[src/rtl/pipelined_approx_multiplier.sv]
// rtl/pipelined_approx_multiplier.sv - 3-stage pipelined unsigned WIDTHxWIDTH multiplier with per-op approximate low columns
// Optional error monitor enabled by defining APPROX_MULT_ERRMON_EN (adds err_flag and err_count).
module pipelined_approx_multiplier #(
   parameter int WIDTH       = 16,
   parameter int APPROX_COLS = 8
) (
   input  logic                 clk,
   input  logic                 rst,
   input  logic                 in_valid,
   output logic                 in_ready,
   input  logic [WIDTH-1:0]     a,
   input  logic [WIDTH-1:0]     b,
   input  logic                 approx_en,
   output logic                 out_valid,
   input  logic                 out_ready,
   output logic [2*WIDTH-1:0]   res
`ifdef APPROX_MULT_ERRMON_EN
   ,
   output logic                 err_flag,
   output logic [15:0]          err_count
`endif
);

   localparam int PW = 2 * WIDTH;
   localparam logic [PW-1:0] ONE      = PW'(1);
   // Columns that are OR-compressed when approximate mode is selected.
   localparam logic [PW-1:0] LOW_MASK = (ONE << APPROX_COLS) - ONE;

   // Stage valids and data.
   logic             v1_q, v2_q, v3_q;
   logic [WIDTH-1:0] a1_q, b1_q;
   logic             ap1_q;
   logic [PW-1:0]    s2_q, c2_q, low2_q;
   logic [PW-1:0]    res_q;

   // Next-state values for stage 2 and stage 3.
   logic [PW-1:0]    s2_d, c2_d, low2_d;
   logic [PW-1:0]    res_d;

   logic stall;
   logic adv;

   assign stall     = v3_q & ~out_ready;
   assign adv       = ~stall;
   assign in_ready  = ~stall;
   assign out_valid = v3_q;
   assign res       = res_q;

   // Stage 2 reduction: upper columns accumulate row-by-row in carry-save form;
   // masked low columns only OR together, so they never generate carries.
   always_comb begin
      logic [PW-1:0] mask;
      logic [PW-1:0] row;
      logic [PW-1:0] row_m;
      logic [PW-1:0] maj;
      mask   = ap1_q ? LOW_MASK : '0;
      s2_d   = '0;
      c2_d   = '0;
      low2_d = '0;
      row    = '0;
      row_m  = '0;
      maj    = '0;
      for (int j = 0; j < WIDTH; j++) begin
         row    = PW'(a1_q & {WIDTH{b1_q[j]}}) << j;
         low2_d = low2_d | (row & mask);
         row_m  = row & ~mask;
         maj    = (s2_d & c2_d) | (s2_d & row_m) | (c2_d & row_m);
         s2_d   = s2_d ^ c2_d ^ row_m;
         c2_d   = maj << 1;
      end
   end

   // Stage 3: carry-propagate the upper columns; low sum/carry bits are zero so OR merges the approximate bits.
   always_comb begin
      res_d = (s2_q + c2_q) | low2_q;
   end

   // Stage 1: capture operands and mode; whole pipe freezes while the output is stalled.
   always_ff @(posedge clk or posedge rst) begin
      if (rst) begin
         v1_q  <= 1'b0;
         a1_q  <= '0;
         b1_q  <= '0;
         ap1_q <= 1'b0;
      end else if (adv) begin
         v1_q <= in_valid;
         if (in_valid) begin
            a1_q  <= a;
            b1_q  <= b;
            ap1_q <= approx_en;
         end
      end
   end

   // Stage 2: register carry-save vectors and the approximate low bits.
   always_ff @(posedge clk or posedge rst) begin
      if (rst) begin
         v2_q   <= 1'b0;
         s2_q   <= '0;
         c2_q   <= '0;
         low2_q <= '0;
      end else if (adv) begin
         v2_q <= v1_q;
         if (v1_q) begin
            s2_q   <= s2_d;
            c2_q   <= c2_d;
            low2_q <= low2_d;
         end
      end
   end

   // Stage 3: register the final product; res only changes when a new valid result arrives.
   always_ff @(posedge clk or posedge rst) begin
      if (rst) begin
         v3_q  <= 1'b0;
         res_q <= '0;
      end else if (adv) begin
         v3_q <= v2_q;
         if (v2_q) begin
            res_q <= res_d;
         end
      end
   end

`ifdef APPROX_MULT_ERRMON_EN
   logic [PW-1:0] x2_q;
   logic          flag_q;
   logic [15:0]   cnt_q;

   assign err_flag  = flag_q & v3_q;
   assign err_count = cnt_q;

   // Shadow exact product, kept in step with the main pipe, and the mismatch flag for stage 3.
   always_ff @(posedge clk or posedge rst) begin
      if (rst) begin
         x2_q   <= '0;
         flag_q <= 1'b0;
      end else if (adv) begin
         if (v1_q) begin
            x2_q <= PW'(a1_q) * PW'(b1_q);
         end
         if (v2_q) begin
            flag_q <= (res_d != x2_q);
         end
      end
   end

   // Saturating count of delivered results that differ from the exact product.
   always_ff @(posedge clk or posedge rst) begin
      if (rst) begin
         cnt_q <= '0;
      end else if (v3_q && out_ready && flag_q && (cnt_q != 16'hFFFF)) begin
         cnt_q <= cnt_q + 16'd1;
      end
   end
`endif

endmodule
[config.mk]
export PLATFORM = sky130hd
export DESIGN_NAME = pipelined_approx_multiplier
export DESIGN_NICKNAME = d
export VERILOG_FILES = /design/src/rtl/pipelined_approx_multiplier.sv
export SDC_FILE = /design/constraint.sdc
export NUM_CORES = 1
export LEC_CHECK = 0
export CORE_MARGIN = 1.5
export CORE_UTILIZATION = 35
export DETAILED_ROUTE_END_ITERATION = 8
export GPL_ROUTABILITY_DRIVEN = 0
export PLACE_DENSITY = 0.56
export SLEW_MARGIN = 10
export SYNTH_ARGS = -nofsm -noshare
export SYNTH_HDL_FRONTEND = slang
export SYNTH_SLANG_ARGS = --single-unit
[constraint.sdc]
create_clock -name clk -period 9.9 [get_ports clk]
set_input_delay 0.99 -clock clk [delete_from_list [all_inputs] [get_ports clk]]
set_output_delay 0.99 -clock clk [all_outputs]
set_load 0.01 [all_outputs]
==> impl_metrics.toml <==
[outcome]
result_of_the_run = "finished, final reports clean"

[critical_path]
cp_max_fo = 18
worst_setup_path_end_kind = "flop"
crit_type = "reg2reg"
worst_ep_arrival_time_ps = 8710
critical_path.cell_chain = "nor2b_1 > and2_1 > ha_1 > inv_1 > fa_1 > inv_1 > fa_1 > fa_1 > fa_1 > fa_1 > fa_1 > fa_1 > fa_1 > fa_1 > inv_1 > fa_1 > fa_1 > fa_1 > fa_1 > inv_1 > fa_1 > mux2_2"
timing.critical_path.slowest_cell_delay_ps = 720
critical-path-top-cell-by-count = "fa_1"
timing.critical_path.slowest_stage_cell = "dfrtp_1"
start_kind = "flop"
worst-endpoint-required_ps = 10210

[flow_run]
max_cap_viol_count = 0

[routing]
1st_pass_router_iterations = 4
drcViolationCount = 0
total_via_count_after_detailed_routing = 7557
detailedRoute.firstIterationViolations = 289
number_of_nets_with_antenna_violations_after_routing = 0
vias_per_cell = 4.777
wl_per_cell_um = 14.28
wirelength_um = 22600

[sta]
hold_viol = 0
fin_crit_sh_pct = 84.86
worst_pin_slew_ps = 963.3
worst_clock_skew_ps = 7.363
min_clock_period_post_route_ps = 8401
fmax_mhz = 119.0
rsz0062_at_grt = "false"
setup-tns-final_ps = 0
finalSetupViolations = 0
final-max-slew-violation-count = 0
maxSlewHeadroom_pct = 35.78

[clocking]
number_of_clock_sinks = 122
cts_tree = "done"
clock_path_buffers = 2
clock_latency_at_the_later_pin_of_the_worst_skew_pair_ps = 420
ctsRootBufferMaster = "clkbuf_16"
htree_levels = 4
post_cts.repair.setup_buffers = 0
cts_inserted_buffers = 17
cts.clk_slew.worst_paths_ps = 60
holdBufCountCts = 0
ctsResizeCount = 0

[worst_hold_path]
hp-class = "reg2reg"

[cells_and_area]
post_route_cells_drive_above_1_share_pct = 9.649
area.growth.synth_to_final_pct = 13.66
finalCoreUtilization_pct = 40.55
finish.net_count = 1406
fillerInstances = 3307
multi_input_area_sq_mm = 0.007943
antenna_cells_inserted = 0
area_taken_by_flip_flops_and_latches_sq_mm = 0.003053

[logic_synthesis]
synth_nets = 1381
yosys.cell_types.count = 53
netlist_area_sq_mm = 0.01167
synth_cells = 1103
synth_async_sr_flop_share_pct = 100.0
synth-warning-count = 0
count_of_flip_flops_with_a_built_in_enable_after_synthesis = 0
synth-seq-cells = 122
most_instantiated_flip_flop_cell_in_the_synthesis_netlist = "dfrtp_1"
ys_seq_area_share_pct = 26.17
post_synth.cell_area_avg_sq_um = 10.58

[global_routing]
groute.usage.overall_pct = 14.53
grt_first_pass_wirelength_um = 39600
antenna_found_initial = 0
via_count_of_the_first_global_routing_pass = 7970
grt-ovfl-total = 0
grt_start_max_net_pins = 74

[die]
row_count = 66
fp.dieW_um = 185.6
ioPinCount = 71
area_of_the_die_sq_mm = 0.03444
start_util_pct = 35.67
design.core.area_sq_mm = 0.03270
die_height_um = 185.6

[placed_design]
io_buffer_count = 70
hpwl_um = 17600
sequential cells by signal (all words and copies together), names as in the netlist, 8 cells and up:
| name | count |
|---|---|
| low2_q | 8 |
| c2_q | 15 |
| s2_q | 31 |
| a1_q | 16 |
| b1_q | 16 |
| res | 32 |
per-layer routing:
layer  track usage [%]  wire length (um)  up-vias  part of all wire [%]
met5                 0                 0        -                     0
met2             25.21             11450       69                    51
met1             18.93             10310     3969                    46
li1                  -                 -     3501                     -
met4             3.968               321        0                   1.4
met3             2.113               520       18                   2.3
placed cells by master, fill, tap and decap left out, types with 4 or more instances in the layout:
cell type,count
o21ai_0,37
clkdlybuf4s50_1,70
nor2_1,5
clkbuf_1,4
nand2_1,242
nor2b_1,8
fa_1,211
a21o_1,7
clkbuf_16,17
buf_4,4
a21oi_1,15
and2_1,103
dfrtp_1,122
ha_1,30
a22oi_1,8
nand2b_1,5
mux2_2,64
inv_1,107
o21a_1,4
o21ai_1,5
path summary, 6_finish.rpt:
kind	start	end	slack [ps]	depth (start not counted)
worst max register to register	b1_q[0]	s2_q[15]	1500	22
worst min-delay path	res[3]	res[3]	460	2
worst max-delay path	b1_q[0]	s2_q[15]	1500	22
worst min register to register	res[3]	res[3]	460	2
max in group asynchronous	rst	a1_q[9]	7440	3
min in group asynchronous	rst	res[17]	1020	2
cells by family after synthesis:
kind of cell | count (synthesis) | share of synthesized area, %
and+or+nand+nor | 384 | 15.33
adders and majority gates | 241 | 39.43
buffers and inverters | 176 | 5.770
DFF | 122 | 26.17
AOI/OAI and AO/OA | 110 | 6.671
muxes | 65 | 6.263
xor gates and xnor gates | 5 | 0.3754
cells in the mapped netlist (all sizes together), types with 5 or more instances:
cell    count  share of area [%]
nand2     244                7.9
fa        211                 36
dfrtp     122                 26
inv       108                3.5
and2      104                5.6
mux2       64                6.2
clkbuf     58                1.9
o21ai      43                1.9
ha         30                3.2
a21oi      16               0.78
buf        10               0.43
a22oi       8               0.51
nor2b       8               0.43
a21o        7               0.45
o31ai       6               0.51
nand2b      5               0.27
nor2        5               0.16
through the flow:
| stage | cells | instance area, sq um | hold slack, ps | worst slack (ps) |
|---|---|---|---|---|
| 2_1_floorplan | 1103 | 11670 | 433.1 | 1895 |
| 3_3_place_gp | 1551 | 12690 | 449.0 | 1468 |
| 3_5_place_dp | 1551 | 12690 | 452.4 | 1450 |
| 4_1_cts | 1582 | 13260 | 463.7 | 1443 |
| 5_1_grt | 1582 | 13260 | 482.8 | 1077 |
| 6_report | 1582 | 13260 | 459.1 | 1499 |
critical path: cells and delay by family, from the launching register on:
kind / cells / cell delay, ps
AND/OR/NAND/NOR: 2 / 700
adder cells (fa/ha/maj): 15 / 6390
buffers and inverters: 4 / 200
multiplexers: 1 / 260
flip-flops: 1 / 720
layout make-up:
cell class	count	area share, %
multi-input cells	805	59.90
flip-flops and latches	122	23.02
well taps	442	4.171
repair buffers	74	5.510
clock inverters	7	0.6888
clock buffers	24	3.633
inverters	108	3.076
Power is not shown: default switching activity piles up to over one toggle a cycle in this logic, so the estimate is an artifact.
